## src/rtl/q_seq_checker_sat_counter.sv

```systemverilog
// sat_counter
// Saturating up-counter with synchronous clear.
//   clk   : rising-edge clock
//   rst   : synchronous active-high reset, count <= 0
//   inc   : add one, holding once the count is all-ones
//   clr   : synchronous clear, takes priority over inc
//   count : current count (registered)
module sat_counter #(
  parameter int W = 16
) (
  input  logic         clk,
  input  logic         rst,
  input  logic         inc,
  input  logic         clr,
  output logic [W-1:0] count
);

  logic [W-1:0] count_q, count_d;

  always_comb begin
    count_d = count_q;
    if (clr)                  count_d = '0;
    else if (inc && !(&count_q)) count_d = count_q + W'(1);
  end

  always_ff @(posedge clk) begin
    if (rst) count_q <= '0;
    else     count_q <= count_d;
  end

  assign count = count_q;

endmodule

```

## config.mk

```make
export PLATFORM = sky130hd
export DESIGN_NAME = sat_counter
export DESIGN_NICKNAME = d
export VERILOG_FILES = /design/src/rtl/q_seq_checker_sat_counter.sv
export SDC_FILE = /design/constraint.sdc
export NUM_CORES = 1
export LEC_CHECK = 0
export ABC_AREA = 1
export CORE_MARGIN = 3
export CORE_UTILIZATION = 40
export DETAILED_ROUTE_END_ITERATION = 12
export HOLD_SLACK_MARGIN = 0.08
export PLACE_DENSITY = 0.76
export SLEW_MARGIN = 10
export SYNTH_ARGS = -nofsm -noshare
export SYNTH_HDL_FRONTEND = slang
export SYNTH_SLANG_ARGS = --single-unit
```

## constraint.sdc

```tcl
create_clock -name clk -period 2.6 [get_ports clk]
set_input_delay 0.52 -clock clk [delete_from_list [all_inputs] [get_ports clk]]
set_output_delay 0.52 -clock clk [all_outputs]
set_load 0.02 [all_outputs]
```

Yosys cells after proc, flatten, opt, wreduce, memory -nomap -nowiden

Index checks and enable logic that the tools add are counted.

Reduce and logical (&&, ||, !) cells: 4
$mul: 0
Shift-type cells: 0
Bitwise operators: 0
$add $sub $neg: 1
Magnitude comparators: 0
Equality and inequality tests: 0
Muxes and demuxes: 0
Divide/modulo/power cells: 0

Operator list:

| operator                                       | number |
|---|---|
| adder 16 x 1 -> 16 bit (second input constant) | 1 |
| AND reduction 16 bit                           | 1 |
| OR reduction 2 bit                             | 1 |
| logical AND 1 bit                              | 1 |
| zero test 1 bit                                | 1 |

RAM bits: 0
Register bits after elaboration: 16
Latch bits: 0
Bits in read-only memories: 0
Input port bits: 4
Memories kept: 0
Output and inout port bits: 16

Logic depth before layout (Yosys ltp)

Depth after elaboration: 3
Depth in mapped cells: 10
Depth with buffers taken out: 10

Worst setup path after synthesis

OpenSTA, ideal clock, no wires.

Kind: register -> register
From: register count_q[1], in the netlist count[1]
To: register count_q[15], in the netlist count[15]
Setup time: 0.115 ns
Buffers on the path: 1
Slack: 1.151 ns
Data required time: 2.485 ns
Arrival: 1.334 ns
Cell stages (with the launch flop): 8
Cell sequence: dfxtp_1 > ha_1 > inv_1 > nor2_1 > nand4_1 > buf_2 > a21oi_1 > nor2_1

Cells in the longest elaborated chain, start to end: 3
Elaborated cells between the ends (all ways): 4
Classes of those cells: 1 x add/sub; 3 x reduce/logical

RTL lines:

| element                                                        | RTL line | text |
|---|---|---|
| from (decl)                                                    | 18       | `logic [W-1:0] count_q, count_d;` |
| from (signal assigned)                                         | 28       | `else count_q <= count_d;` |
| branches (longest 3 deep; another with adder 16 x 1 -> 16 bit) | n/a      |  |

Several ways; the timed one is not identified.
A chain may end at the register's enable or synchronous reset.

Worst setup path in the final report

From: register count_q[11], in the netlist count[11]
To: output count[11]

RTL lines:

| element   | RTL line | text |
|---|---|---|
| to (decl) | 15       | `output logic [W-1:0] count` |

No word-level cell between the ends.

==> metrics.txt <==
largest reg by FF count=count; clk_lat worst skew=~0.29 ns; area grow syn2layout=26.68%; final-report setup violation count=0; die width=53.82 um; DRT Wirelength=2.183 mm; Crit-path slowest cell=clkdlybuf4s50_1; Core Rows=16; multiplexer area fraction after synthesis=0%; global-route wire length before repair=3.843 mm; fillers=approximately 210; worst min-delay path class=reg -> reg; Pleak=0.3659 nW; VDD IR max=0.1975 mV; Final Critical Period=1.934 ns; combinational power share=6.4%; fin area=1159 um^2; worst-path maximum fanout=7; drc violations=0; Final ANT Viol Nets=0; CTS resizes=0; f_max=517.0 MHz; number of vias per cell=5.140; post-route setup TNS=0 ns; Worst Hold Slack=0.5399 ns; CP endpoint kind=output pin; Setup crit start kind=flip-flop; Fin. Hold Viols=0; final worst setup slack=0.6656 ns; Root Driver=clkbuf_4; Internal Power=0.0003117 W; Slew HR=between 80 and 90%; Worst-Margin Slew=0.2772 ns; CTS sink count=16; CTS tree=built; flop2flop setup slack=0.89 ns; Final Cycle Share=roughly 74%; main combinational cell family by area after synthesis=simple AND/OR/NAND/NOR gates; PwrDens=between 300 and 400 nW/um^2; sequential area share after synthesis=roughly a third; GRT Total Usage=17.61%; Num CTS Buffers=3; die area=2897 um^2; Post-synth EDFFs=0; flip-flop and latch count after synthesis=16; initial antenna violation count=0; Detail Placement HPWL=about 1.7 mm; Antenna diodes=0; Core Region=~2100 um^2; yosys warns=0; max-cap violation count=0; io pins=20; sw frac=22.95%; Post-Synth XOR/XNOR Area=0%; P_sw=between 0.00009 and 0.0001 W; Clk pwr share=32.3%; Buf/Inv on CP=1; Die Y=around 54 um; vias in the first global route=about 950; CTS max path bufs=2; RSZ-0062 raised after global routing=no; fin nets=180; synthesized area per cell=6.017 um^2; Crit Path Category=reg -> out; share of layout cells above drive strength 1=slightly below 6%; sequential power share=approximately 61%; CP cell instances=clkdlybuf4s50_1; Starting DRT DRC Count=36; post-layout util=56.19%; H-tree Lvls=1; post-synthesis compound-gate area fraction=approximately 9%; Pins Over Slew Limit=0; delay-heaviest family, CP=buffers and inverters; largest net degree at the start of global routing=16; mapped cell area=914.6 um^2; Final GP Congestion=0.9606; net count after synthesis=157; slowest stage delay, CP=0.65 ns; Fin Clk Skew=approximately 0.011 ns; CTS clk-pin slew, worst paths=approximately 0.10 ns; simple-gate portion of the synthesized area=48.43%; max FFs per register=16; Netlist cell types=17; placed instance area=between 1000 and 1500 um^2; Post-CTS Setup Bufs=0; total gr overflow=0; hold bufs inserted after CTS=0; biggest regs=count: 16 flops; outcome=completed; asr flop ratio synth=0%; Arr. time, crit path=between 1 and 1.5 ns; 1st-pass router iterations=4; Synth Area in Adders=1.368%; detailed-route via count=between 1k and 1.5k; Cells after Synth=152; Post-synth top flop=dfxtp_1; Placement Setup Slack=approximately 0.71 ns; Initial Utilization=between 40% and 50%; WP data required=around 2.1 ns; WL per Instance=10.92 um; IO buf count=19
## layout by cell type (no fill, tap or decap)
master,Yosys,final
clkinv_1,1,1
ha_1,1,1
nand2_2,1,1
o21ai_1,1,1
nand3_2,1,1
nor2_2,3,3
o21ai_0,3,3
dfxtp_1,16,16
buf_4,1,2
nand4_1,4,4
a21oi_1,12,12
nand3b_1,2,2
nor2_1,42,42
clkbuf_4,0,3
nand3_1,12,12
inv_1,10,10
nand2_1,40,40
clkdlybuf4s50_1,0,19
## tightest hold or removal path, stage by stage (launching register included)
cell and delay, ns:
dfxtp_1 0.35, nor2_1 0.11, nor2_1 0.05
## cell type report
| class | instances | area [um^2] | share of cell area [%] |
|---|---|---|---|
| Timing Repair Buffer | 21 | 205.2 | 17.71 |
| Multi-Input combinational cell | 122 | 535.5 | 46.22 |
| Clock buffer | 3 | 22.52 | 1.944 |
| Tap cell | 27 | 33.78 | 2.916 |
| Sequential cell | 16 | 320.3 | 27.65 |
| Inverter | 11 | 41.29 | 3.564 |
## synth_stat cells (2+ instances only)
master,n,area [um^2]
nand2_1,40,150.1
dfxtp_1,16,320.3
nor2_2,3,18.77
nor2_1,42,157.7
buf_2,2,10.01
nand3_1,12,60.06
a21oi_1,12,60.06
nand4_1,4,25.02
nand3b_1,2,15.01
o21ai_0,3,15.01
inv_1,10,37.54
## power by group through the flow
| stage | combinational [W] | sequential, W | clock, W |
|---|---|---|---|
| 2_1_floorplan | 0.0000124 | 0.000255 | 0 |
| 3_3_place_gp | 0.0000252 | 0.000254 | 0 |
| 3_5_place_dp | 0.0000258 | 0.000254 | 0 |
| 4_1_cts | 0.0000258 | 0.000248 | 0.000135 |
| 5_1_grt | 0.0000297 | 0.000248 | 0.000139 |
| 6_report | 0.0000257 | 0.000248 | 0.000131 |
## stage by stage
step	power [W]	instances
6_report	0.0004045	200
5_1_grt	0.0004173	200
4_1_cts	0.0004085	200
3_5_place_dp	0.0002795	197
3_3_place_gp	0.0002788	197
2_1_floorplan	0.0002676	152
## kinds of logic after synthesis
logic type	Yosys count
AND/OR/NAND/NOR	105
AO/OA/AOI/OAI	16
adder cells (fa/ha/maj)	1
flip-flops	16
buffers and inverters	14
## per-layer routing
metal	up-vias	GRT usage, %	part of all wire (%)
met5	-	0	0
met4	0	7.234	2.4
met3	7	3.324	7.0
met2	42	28.63	44
met1	452	22.64	47
li1	527	-	-
## final timing paths
check,start,endpoint,cells after the start
worst max register to register,count[0]$_SDFFE_PP0P_,count[13]$_SDFFE_PP0P_,7
worst min register to register,count[5]$_SDFFE_PP0P_,count[5]$_SDFFE_PP0P_,2
worst max-delay path,count[11]$_SDFFE_PP0P_,count[11],1
worst min-delay path,count[5]$_SDFFE_PP0P_,count[5]$_SDFFE_PP0P_,2
(Power assumes the default switching activity.)
==> RTL change: new RTL, config.mk and constraints unchanged <==
Put one more register stage on the output `count`, without a reset. The value now appears one clock later. Comments in the files are not updated.
--- a/src/rtl/q_seq_checker_sat_counter.sv
+++ b/src/rtl/q_seq_checker_sat_counter.sv
@@ -28,7 +28,9 @@
     else     count_q <= count_d;
   end
 
-  assign count = count_q;
+  always_ff @(posedge clk) begin
+    count <= count_q;
+  end
 
 endmodule
 
Behaviour: not the same (a bounded check fails within 4 cycles, from zero or initial values).
==> RTL change against the unedited design <==
Utilization is 2.9 points lower. Setup slack better by 140 ps. Wire length is 13% higher. Power grew 100%. Synthesized cell count up 7.9%. Sequential cell count up 16. Synthesized area rose by 36%. Final area increased by 31%. Largest cell class is now flip-flops and latches.
==> RTL change: results (changes against the unedited design) <==
metric,value,unit,change
finalCritPeriodShare,69.06,%,was 74.40%
tightest_slew,290.4,ps,was 277.2 ps
nFillCells,274,,was 209
ys_types,16,,was 17
slowest_stage,clkdlybuf4s50_1,,unchanged
avgSynthCellArea,7.576,um^2,was 6.017 um^2
root_buffer,clkbuf_4,,unchanged
grt_pass1_vias,1031,,was 948
reg_top3,"count (16), count_q (16)",,was count (16)
whs_endpoint,count[15],,was count[5]
cp-startpoint,count[1],,was count[11]
drt-initial-drc-count,29,,was 36
vias,1097,,was 1028
skew,10.40,ps,was 10.78 ps
p_leak,0.0005425,uW,was 0.0003659 uW
cp.arrival,1280,ps,was 1410 ps
r2r_end,count_q[14],,was count[13]
grt_use_met2,28.40,%,was 28.63%
syn_nets,169,,was 157
post_drt_wl_per_cell,11.11,um,was 10.92 um
min_delay_path_depth,0,,was 2
power_switching,176.2,uW,was 92.82 uW
cp_slowest_stage_delay,600,ps,was 650 ps
r2r_slack,1100,ps,was 890 ps
use_met1,16.79,%,was 22.64%
grtUsageMet3,6.198,%,was 3.324%
worstRegToRegCells,6,,was 7
crit_end,count[1],,was count[11]
synthTopCellsByArea,"dfxtp_1, nand2_1, nor2_1",,"was dfxtp_1, nor2_1, nand2_1"
vias_per_cell,4.964,,was 5.140
ys_seq_area_share,51.56,%,was 35.02%
setup_tns,0,ps,unchanged
rr_startpoint,count_q[0],,was count[0]
grt_max_degree,19,,was 16
final_nets,194,,was 180
netlist_top_cells_count,"nand2_1, nor2_1, dfxtp_1",,"was nor2_1, nand2_1, dfxtp_1"
status,completed,,unchanged
gp_congestion,0.8909,,was 0.9606
wl_met1,1052,um,was 1018 um
dp_slack,702.5,ps,was 714.2 ps
numCtsBuffers,5,,was 3
place_hpwl,1764,um,was 1668 um
cts_max_level,2,,was 1
worst_hold_slack,390.8,ps,was 539.9 ps
grt_pass1_wl,4333,um,was 3843 um
drive_above_1_share,7.895,%,was 5.780%
route.met3.wl,129,um,was 153 um
hp-start,count_q[15],,was count[5]
grt_use_total,16.37,%,was 17.61%
ir_drop,0.2802,mV,was 0.1975 mV
clockBufferDepth,2,,unchanged
[RTL change: changes by cell type after synthesis, moves of 2 or more]
cell     before  now
a21oi_1      12    9
dfxtp_1      16   32
nand2_1      40   42
nand3_1      12   14
nand4_1       4    0
nor2_4        0    3
nor3_1        0    2
o21ai_0       3    0
[RTL change: power groups by stage]
stage	combinational (uW)	clock [uW]	sequential [uW]
floorplan	13.0	0	507
finish	26.1	294	495
global route	29.8	328	495
detailed placement	26.3	0	506
CTS	26.3	302	495
global placement	25.2	0	506
[RTL change: final cells by class]
class	instances	share of cell area [%]
tap	31	2.549
clock buffer	8	3.865
sequential	32	42.11
inverter	11	2.714
multi-input combinational	119	35.77
timing repair buffer	20	12.99
[RTL change: cells by family after synthesis]
kind of cell	after synthesis	synth area share [%]
and+or+nand+nor	109	39.17
DFF	32	51.56
buffers and inverters	13	4.632
AOI/OAI and AO/OA	9	3.625
adders and majority gates	1	1.007
